## src/rtl/axis_burst_arbiter_if.sv

```systemverilog
// axis_burst_arbiter_if: bundle of the NUM_CH upstream streams and the merged downstream stream
//   s_axis_tvalid/tdata/tlast  per-channel upstream beats (channel k in tdata[32k+31:32k])
//   s_axis_tready              per-channel ready, driven by the arbiter
//   m_axis_tvalid/tdata/tlast  merged output stream
//   m_axis_tuser               source channel index of the output beat
//   m_axis_tready              downstream ready
//   modport slave  : the arbiter's view
//   modport master : the surrounding sources and sink
interface axis_burst_arbiter_if #(
   parameter int NUM_CH   = 4,
   parameter int ID_WIDTH = 2
);
   logic [NUM_CH-1:0]    s_axis_tvalid;
   logic [NUM_CH-1:0]    s_axis_tready;
   logic [32*NUM_CH-1:0] s_axis_tdata;
   logic [NUM_CH-1:0]    s_axis_tlast;
   logic                 m_axis_tvalid;
   logic                 m_axis_tready;
   logic [31:0]          m_axis_tdata;
   logic                 m_axis_tlast;
   logic [ID_WIDTH-1:0]  m_axis_tuser;
   modport slave (
      input  s_axis_tvalid, s_axis_tdata, s_axis_tlast, m_axis_tready,
      output s_axis_tready, m_axis_tvalid, m_axis_tdata, m_axis_tlast, m_axis_tuser
   );
   modport master (
      output s_axis_tvalid, s_axis_tdata, s_axis_tlast, m_axis_tready,
      input  s_axis_tready, m_axis_tvalid, m_axis_tdata, m_axis_tlast, m_axis_tuser
   );
endinterface

```

## src/rtl/axis_burst_arbiter.sv

```systemverilog
// axis_burst_arbiter: round-robin, burst-granular arbiter merging NUM_CH AXI streams into one
//   clk           single clock
//   rst_n         asynchronous active-low reset
//   bus           slave view of axis_burst_arbiter_if (s_axis_* in, m_axis_* out, tuser = source)
//   overflow      sticky, set whenever a runaway burst is cut with a forced tlast
//   clr_overflow  synchronous clear of overflow (set wins on collision)
//   busy          high in any state other than IDLE
module axis_burst_arbiter #(
   parameter int NUM_CH     = 4,
   parameter int MAX_BURST  = 1024,
   localparam int ID_WIDTH  = NUM_CH > 1 ? $clog2(NUM_CH) : 1,
   localparam int CNT_WIDTH = $clog2(MAX_BURST)
) (
   input  logic                clk,
   input  logic                rst_n,
   axis_burst_arbiter_if.slave bus,
   output logic                overflow,
   input  logic                clr_overflow,
   output logic                busy
);
   localparam logic [1:0] IDLE  = 2'd0;
   localparam logic [1:0] BURST = 2'd1;
   localparam logic [1:0] DRAIN = 2'd2;
   logic [1:0]           state_q, state_d;
   logic [ID_WIDTH-1:0]  grant_q, grant_d, last_q, last_d, pick, idx;
   logic [CNT_WIDTH-1:0] cnt_q, cnt_d;
   logic                 m_valid_q, m_valid_d, m_last_q, m_last_d, ovf_q, ovf_d;
   logic [31:0]          m_data_q, m_data_d, sel_data;
   logic [ID_WIDTH-1:0]  m_user_q, m_user_d;
   logic [NUM_CH-1:0]    gnt_oh;
   logic                 found, load_ok, acc, sel_last, load, cut;
   // search upward from the previous winner so every requester is served in turn
   always_comb begin
      found = 1'b0;
      pick  = last_q;
      idx   = last_q;
      for (int i = 1; i <= NUM_CH; i++) begin
         idx = ID_WIDTH'((int'(last_q) + i) % NUM_CH);
         if (!found && bus.s_axis_tvalid[idx]) begin
            found = 1'b1;
            pick  = idx;
         end
      end
   end
   always_comb begin
      sel_data = '0;
      for (int k = 0; k < NUM_CH; k++)
         if (grant_q == ID_WIDTH'(k)) sel_data = bus.s_axis_tdata[32*k +: 32];
   end
   assign gnt_oh   = NUM_CH'(1) << grant_q;
   assign load_ok  = !m_valid_q || bus.m_axis_tready;
   // DRAIN accepts unconditionally because its beats are thrown away
   assign bus.s_axis_tready = (state_q == DRAIN || (state_q == BURST && load_ok)) ? gnt_oh : '0;
   assign acc      = |(bus.s_axis_tvalid & bus.s_axis_tready);
   assign sel_last = |(bus.s_axis_tlast & gnt_oh);
   assign load     = state_q == BURST && acc;
   assign cut      = load && !sel_last && cnt_q == CNT_WIDTH'(MAX_BURST - 1);
   always_comb begin
      state_d = state_q;
      grant_d = grant_q;
      last_d  = last_q;
      cnt_d   = cnt_q;
      if (state_q == IDLE && found) begin
         state_d = BURST;
         grant_d = pick;
         cnt_d   = '0;
      end
      if (load) cnt_d = cnt_q + CNT_WIDTH'(1);
      if (acc && sel_last) begin
         state_d = IDLE;
         last_d  = grant_q;
      end else if (cut) begin
         state_d = DRAIN;
      end
      m_valid_d = load ? 1'b1 : bus.m_axis_tready ? 1'b0 : m_valid_q;
      m_data_d  = load ? sel_data : m_data_q;
      m_last_d  = load ? (sel_last || cut) : m_last_q;
      m_user_d  = load ? grant_q : m_user_q;
      ovf_d     = cut ? 1'b1 : clr_overflow ? 1'b0 : ovf_q;
   end
   always_ff @(posedge clk or negedge rst_n) begin
      if (!rst_n) begin
         state_q   <= IDLE;
         grant_q   <= '0;
         last_q    <= ID_WIDTH'(NUM_CH - 1);
         cnt_q     <= '0;
         m_valid_q <= 1'b0;
         m_data_q  <= '0;
         m_last_q  <= 1'b0;
         m_user_q  <= '0;
         ovf_q     <= 1'b0;
      end else begin
         state_q   <= state_d;
         grant_q   <= grant_d;
         last_q    <= last_d;
         cnt_q     <= cnt_d;
         m_valid_q <= m_valid_d;
         m_data_q  <= m_data_d;
         m_last_q  <= m_last_d;
         m_user_q  <= m_user_d;
         ovf_q     <= ovf_d;
      end
   end
   assign bus.m_axis_tvalid = m_valid_q;
   assign bus.m_axis_tdata  = m_data_q;
   assign bus.m_axis_tlast  = m_last_q;
   assign bus.m_axis_tuser  = m_user_q;
   assign overflow          = ovf_q;
   assign busy              = state_q != IDLE;
endmodule

```

## src/flat_wrapper.sv

```systemverilog
// flat-port wrapper written by rule: the top's interface ports become plain ports
module axis_burst_arbiter_flat 
#(
   parameter int NUM_CH     = 4,
   parameter int MAX_BURST  = 1024,
   localparam int ID_WIDTH  = NUM_CH > 1 ? $clog2(NUM_CH) : 1,
   localparam int CNT_WIDTH = $clog2(MAX_BURST)
)
  (clk, rst_n, overflow, clr_overflow, busy, bus_s_axis_tvalid, bus_s_axis_tdata, bus_s_axis_tlast, bus_m_axis_tready, bus_s_axis_tready, bus_m_axis_tvalid, bus_m_axis_tdata, bus_m_axis_tlast, bus_m_axis_tuser);
  axis_burst_arbiter_if #(.NUM_CH(NUM_CH), .ID_WIDTH((2))) bus_i ();
  input  logic clk;
  input  logic rst_n;
  output logic overflow;
  input  logic clr_overflow;
  output logic busy;
  input wire logic [$bits(bus_i.s_axis_tvalid)-1:0] bus_s_axis_tvalid;
  input wire logic [$bits(bus_i.s_axis_tdata)-1:0] bus_s_axis_tdata;
  input wire logic [$bits(bus_i.s_axis_tlast)-1:0] bus_s_axis_tlast;
  input wire logic [$bits(bus_i.m_axis_tready)-1:0] bus_m_axis_tready;
  output wire logic [$bits(bus_i.s_axis_tready)-1:0] bus_s_axis_tready;
  output wire logic [$bits(bus_i.m_axis_tvalid)-1:0] bus_m_axis_tvalid;
  output wire logic [$bits(bus_i.m_axis_tdata)-1:0] bus_m_axis_tdata;
  output wire logic [$bits(bus_i.m_axis_tlast)-1:0] bus_m_axis_tlast;
  output wire logic [$bits(bus_i.m_axis_tuser)-1:0] bus_m_axis_tuser;
  assign bus_i.s_axis_tvalid = bus_s_axis_tvalid;
  assign bus_i.s_axis_tdata = bus_s_axis_tdata;
  assign bus_i.s_axis_tlast = bus_s_axis_tlast;
  assign bus_i.m_axis_tready = bus_m_axis_tready;
  assign bus_s_axis_tready = bus_i.s_axis_tready;
  assign bus_m_axis_tvalid = bus_i.m_axis_tvalid;
  assign bus_m_axis_tdata = bus_i.m_axis_tdata;
  assign bus_m_axis_tlast = bus_i.m_axis_tlast;
  assign bus_m_axis_tuser = bus_i.m_axis_tuser;
  axis_burst_arbiter #(.NUM_CH(NUM_CH), .MAX_BURST(MAX_BURST)) u_core (.clk(clk), .rst_n(rst_n), .bus(bus_i), .overflow(overflow), .clr_overflow(clr_overflow), .busy(busy));
endmodule
```

## config.mk

```make
export PLATFORM = sky130hd
export DESIGN_NAME = axis_burst_arbiter_flat
export DESIGN_NICKNAME = d
export VERILOG_FILES = /design/src/rtl/axis_burst_arbiter_if.sv /design/src/rtl/axis_burst_arbiter.sv /design/src/flat_wrapper.sv
export SDC_FILE = /design/constraint.sdc
export NUM_CORES = 1
export LEC_CHECK = 0
export CAP_MARGIN = 20
export CORE_ASPECT_RATIO = 0.9
export CORE_MARGIN = 4
export CORE_UTILIZATION = 41
export CTS_CLUSTER_DIAMETER = 50
export DETAILED_ROUTE_END_ITERATION = 8
export PLACE_DENSITY = 0.95
export SKIP_CTS_REPAIR_TIMING = 1
export SYNTH_ARGS = -nofsm -noshare
export SYNTH_HDL_FRONTEND = slang
export SYNTH_SLANG_ARGS = --single-unit
```

## constraint.sdc

```tcl
create_clock -name clk -period 5.5 [get_ports clk]
set_input_delay 1.1 -clock clk [delete_from_list [all_inputs] [get_ports clk]]
set_output_delay 1.1 -clock clk [all_outputs]
set_load 0.03 [all_outputs]
```

==> key figures <==
Pwr
  • Max VDD drop: roughly 0.27 mV
  • Power per Cell Area: 480 nW/µm²
  • Leak: 2.12 nW

Global route
  • Total congestion overflow: 0
  • Largest net degree at the start of global routing: 51
  • Vias in the first global route: 3265
  • Antenna violations before repair: 0
  • Total GRT Usage: 0.213
  • First-pass GRT wire length: 15400 µm

Timing
  • Final Hold Slack: around 480 ps
  • Setup violators final: 0
  • Setup_tns: 0 ps
  • Period utilization: 0.744
  • Min cycle time layout: 4090 ps
  • Clock skew: 13.1 ps
  • Slew HR: 0.360
  • Fmax: approximately 240 MHz
  • Setup WS post-layout: ~1400 ps
  • Final Hold Viols: 0
  • Least-Margin Pin Slew: 959 ps
  • RSZ-0062 raised after global routing: false
  • Final Max Slew Viols: 0

Floorplan
  • Core area: 7510 µm²
  • Row cnt: 30
  • Die W: about 100 µm
  • Starting Density: 0.419
  • I/O pins: around 180
  • Die Area: a little over 9000 µm²
  • Height of the die: approximately 91 µm

Worst setup path
  • Setup crit start kind: input pin
  • Max FO, Critical Path: 6
  • Crit path kind: input pin to output port
  • Critical path data arrival time: between 2000 and 3000 ps
  • CP endpoint kind: output port
  • Worst endpoint required time: 4400 ps

Logic synthesis
  • Number of distinct library cells after synthesis: 41
  • Synth area leaders: dfrtp_1, mux4_2, nand2_1
  • Cells after Synth: 299
  • Top-count cell post-synth: nand2_1
  • Area share of the largest cell type after synthesis: 0.406
  • Cell taking the most area after synthesis: dfrtp_1
  • Syn_area_per_cell: 10.5 µm²
  • Synthesized flop and latch total: 53
  • Seq/Total Area, Yosys: 0.423
  • Prevailing post-synth register cell: dfrtp_1
  • Number of flops mapped to enable cells by yosys: 0
  • Ys Warns: 0
  • Area of the mapped netlist: approximately 3100 µm²
  • Syn nets: between 400 and 500
  • Most common library cells after synthesis: nand2_1, dfrtp_1, mux4_2
  • Post-synthesis async set-or-reset flop share: 1.00

Place
  • Dpl ws: 1440 ps
  • Placed Area: 4970 µm²
  • Final HPWL DP: around 7600 µm
  • GPL Wtd Cong: 0.784
  • IO Port Bufs: around 180
  • Placed Cells incl. Taps: ~560

CTS
  • Num CTS Buffers: 5
  • H-Tree Depth: 2
  • Clock latency on the worst-skew pair: 320 ps
  • Clock-pin slew on the worst setup and hold paths: around 110 ps
  • CTS tree: done
  • Clock sink total: 53
  • Clk buf depth: 2
  • Root Driver: clkbuf_8

Layout
  • Ant. Diodes: 0
  • Nets: 611
  • Layout cells sized above 1: 0.119
  • Layout overhead on the synthesized area: 61.2%
  • Design area: 5070 µm²
  • Final non-filler cell total: approximately 570

Routing
  • Antenna viol nets, final: 0
  • Iter 0 DRT Violations: around 110
  • DRC Markers: 0
  • DRT Pass-1 Iters: 4
  • WL final: 9670 µm
  • DR vias/cell: 5.29
  • Via count: 3002
  • WL per Instance: 17.1 µm

Min path
  • Worst Hold Class: register to register

Run status
  • Status: finished clean

Flow run
  • Max-Cap Viols: 0
[metal layers]
layer | part of all wire | global-route usage
met5 | 0 | 0
met4 | 0.020 | 0.0696
met3 | 0.083 | 0.0522
met1 | 0.36 | 0.236
met2 | 0.54 | 0.393
[logic make-up (layout without fill, tap and decap cells)]
logic type	Yosys count	after routing	synth area share
and+or+nand+nor	155	155	0.215
DFF	53	53	0.423
muxes	37	37	0.254
AOI/OAI and AO/OA	27	27	0.0589
buffers and inverters	25	197	0.0430
adders and majority gates	1	1	0.00398
xor gates and xnor gates	1	1	0.00279
[area by class of cell]
class	instances	area, µm²
inverter	6	22.5
clock inverter	3	22.5
multi-input combinational	221	1680
fill	582	2440
tap	96	120
clock buffer	5	68.8
timing repair buffer	183	1820
sequential	53	1330
[worst max-delay path: stages]
cell             delay, ps
clkdlybuf4s50_1        390
nand2b_1               270
a21oi_1                420
and3b_1                230
clkdlybuf4s50_1        590
[sequential cells by signal, indices dropped and copies added, names as in the netlist]
register                  cells
u_core.bus.m_axis_tuser       2
u_core.state_q                2
u_core.bus.m_axis_tvalid      1
u_core.bus.m_axis_tdata      32
u_core.bus.m_axis_tlast       1
u_core.grant_q                2
u_core.cnt_q                 10
u_core.last_q                 2
u_core.overflow               1
[stage by stage]
step | utilization | power [mW]
after floorplan | - | 1.70
after global placement | 0.663 | 2.17
after detailed placement | 0.663 | 2.23
after CTS | 0.675 | 2.45
after global routing | 0.675 | 2.60
final | 0.675 | 2.43
[power by group]
part           leakage [nW]  switching [mW]  internal (mW)
logic                  1.40           0.793          0.697
clock network        0.0481           0.135         0.0906
registers             0.665           0.163          0.554
total                  2.12            1.09           1.34
[layout by cell type, fill, tap and decap left out, types with 2 or more instances in the layout]
| cell type | Yosys | final |
|---|---|---|
| clkdlybuf4s50_1 | 0 | 180 |
| nand2_1 | 119 | 119 |
| dfrtp_1 | 51 | 49 |
| mux4_2 | 34 | 34 |
| a21oi_1 | 9 | 9 |
| nand3_1 | 8 | 8 |
| o21ai_0 | 8 | 8 |
| inv_1 | 6 | 6 |
| clkbuf_8 | 0 | 5 |
| or3_1 | 4 | 4 |
| nor3b_1 | 3 | 3 |
| nor2_1 | 3 | 3 |
| or4_1 | 3 | 3 |
| nand2b_1 | 2 | 2 |
| nor2b_1 | 2 | 2 |
| nor3_1 | 2 | 2 |
| o21ai_1 | 2 | 2 |
| nand4_1 | 2 | 2 |
| mux2_2 | 2 | 2 |
| clkinv_4 | 0 | 2 |
| buf_4 | 2 | 2 |
| dfrtp_2 | 0 | 2 |
| dfstp_2 | 2 | 2 |
[final timing paths]
kind,cells past startpoint,startpoint,end,slack (ps)
setup / recovery,5,bus_m_axis_tready,bus_s_axis_tready[3],1410
hold / removal,2,u_core.bus.m_axis_tdata[30],u_core.bus.m_axis_tdata[30],480
setup reg to reg,5,u_core.grant_q[0],u_core.overflow,2270
hold reg to reg,2,u_core.bus.m_axis_tdata[30],u_core.bus.m_axis_tdata[30],480
max in group asynchronous,2,rst_n,u_core.last_q[0],3950
min in group asynchronous,1,rst_n,u_core.bus.m_axis_tdata[9],730
Note: power is estimated with default switching activity, not from simulation.
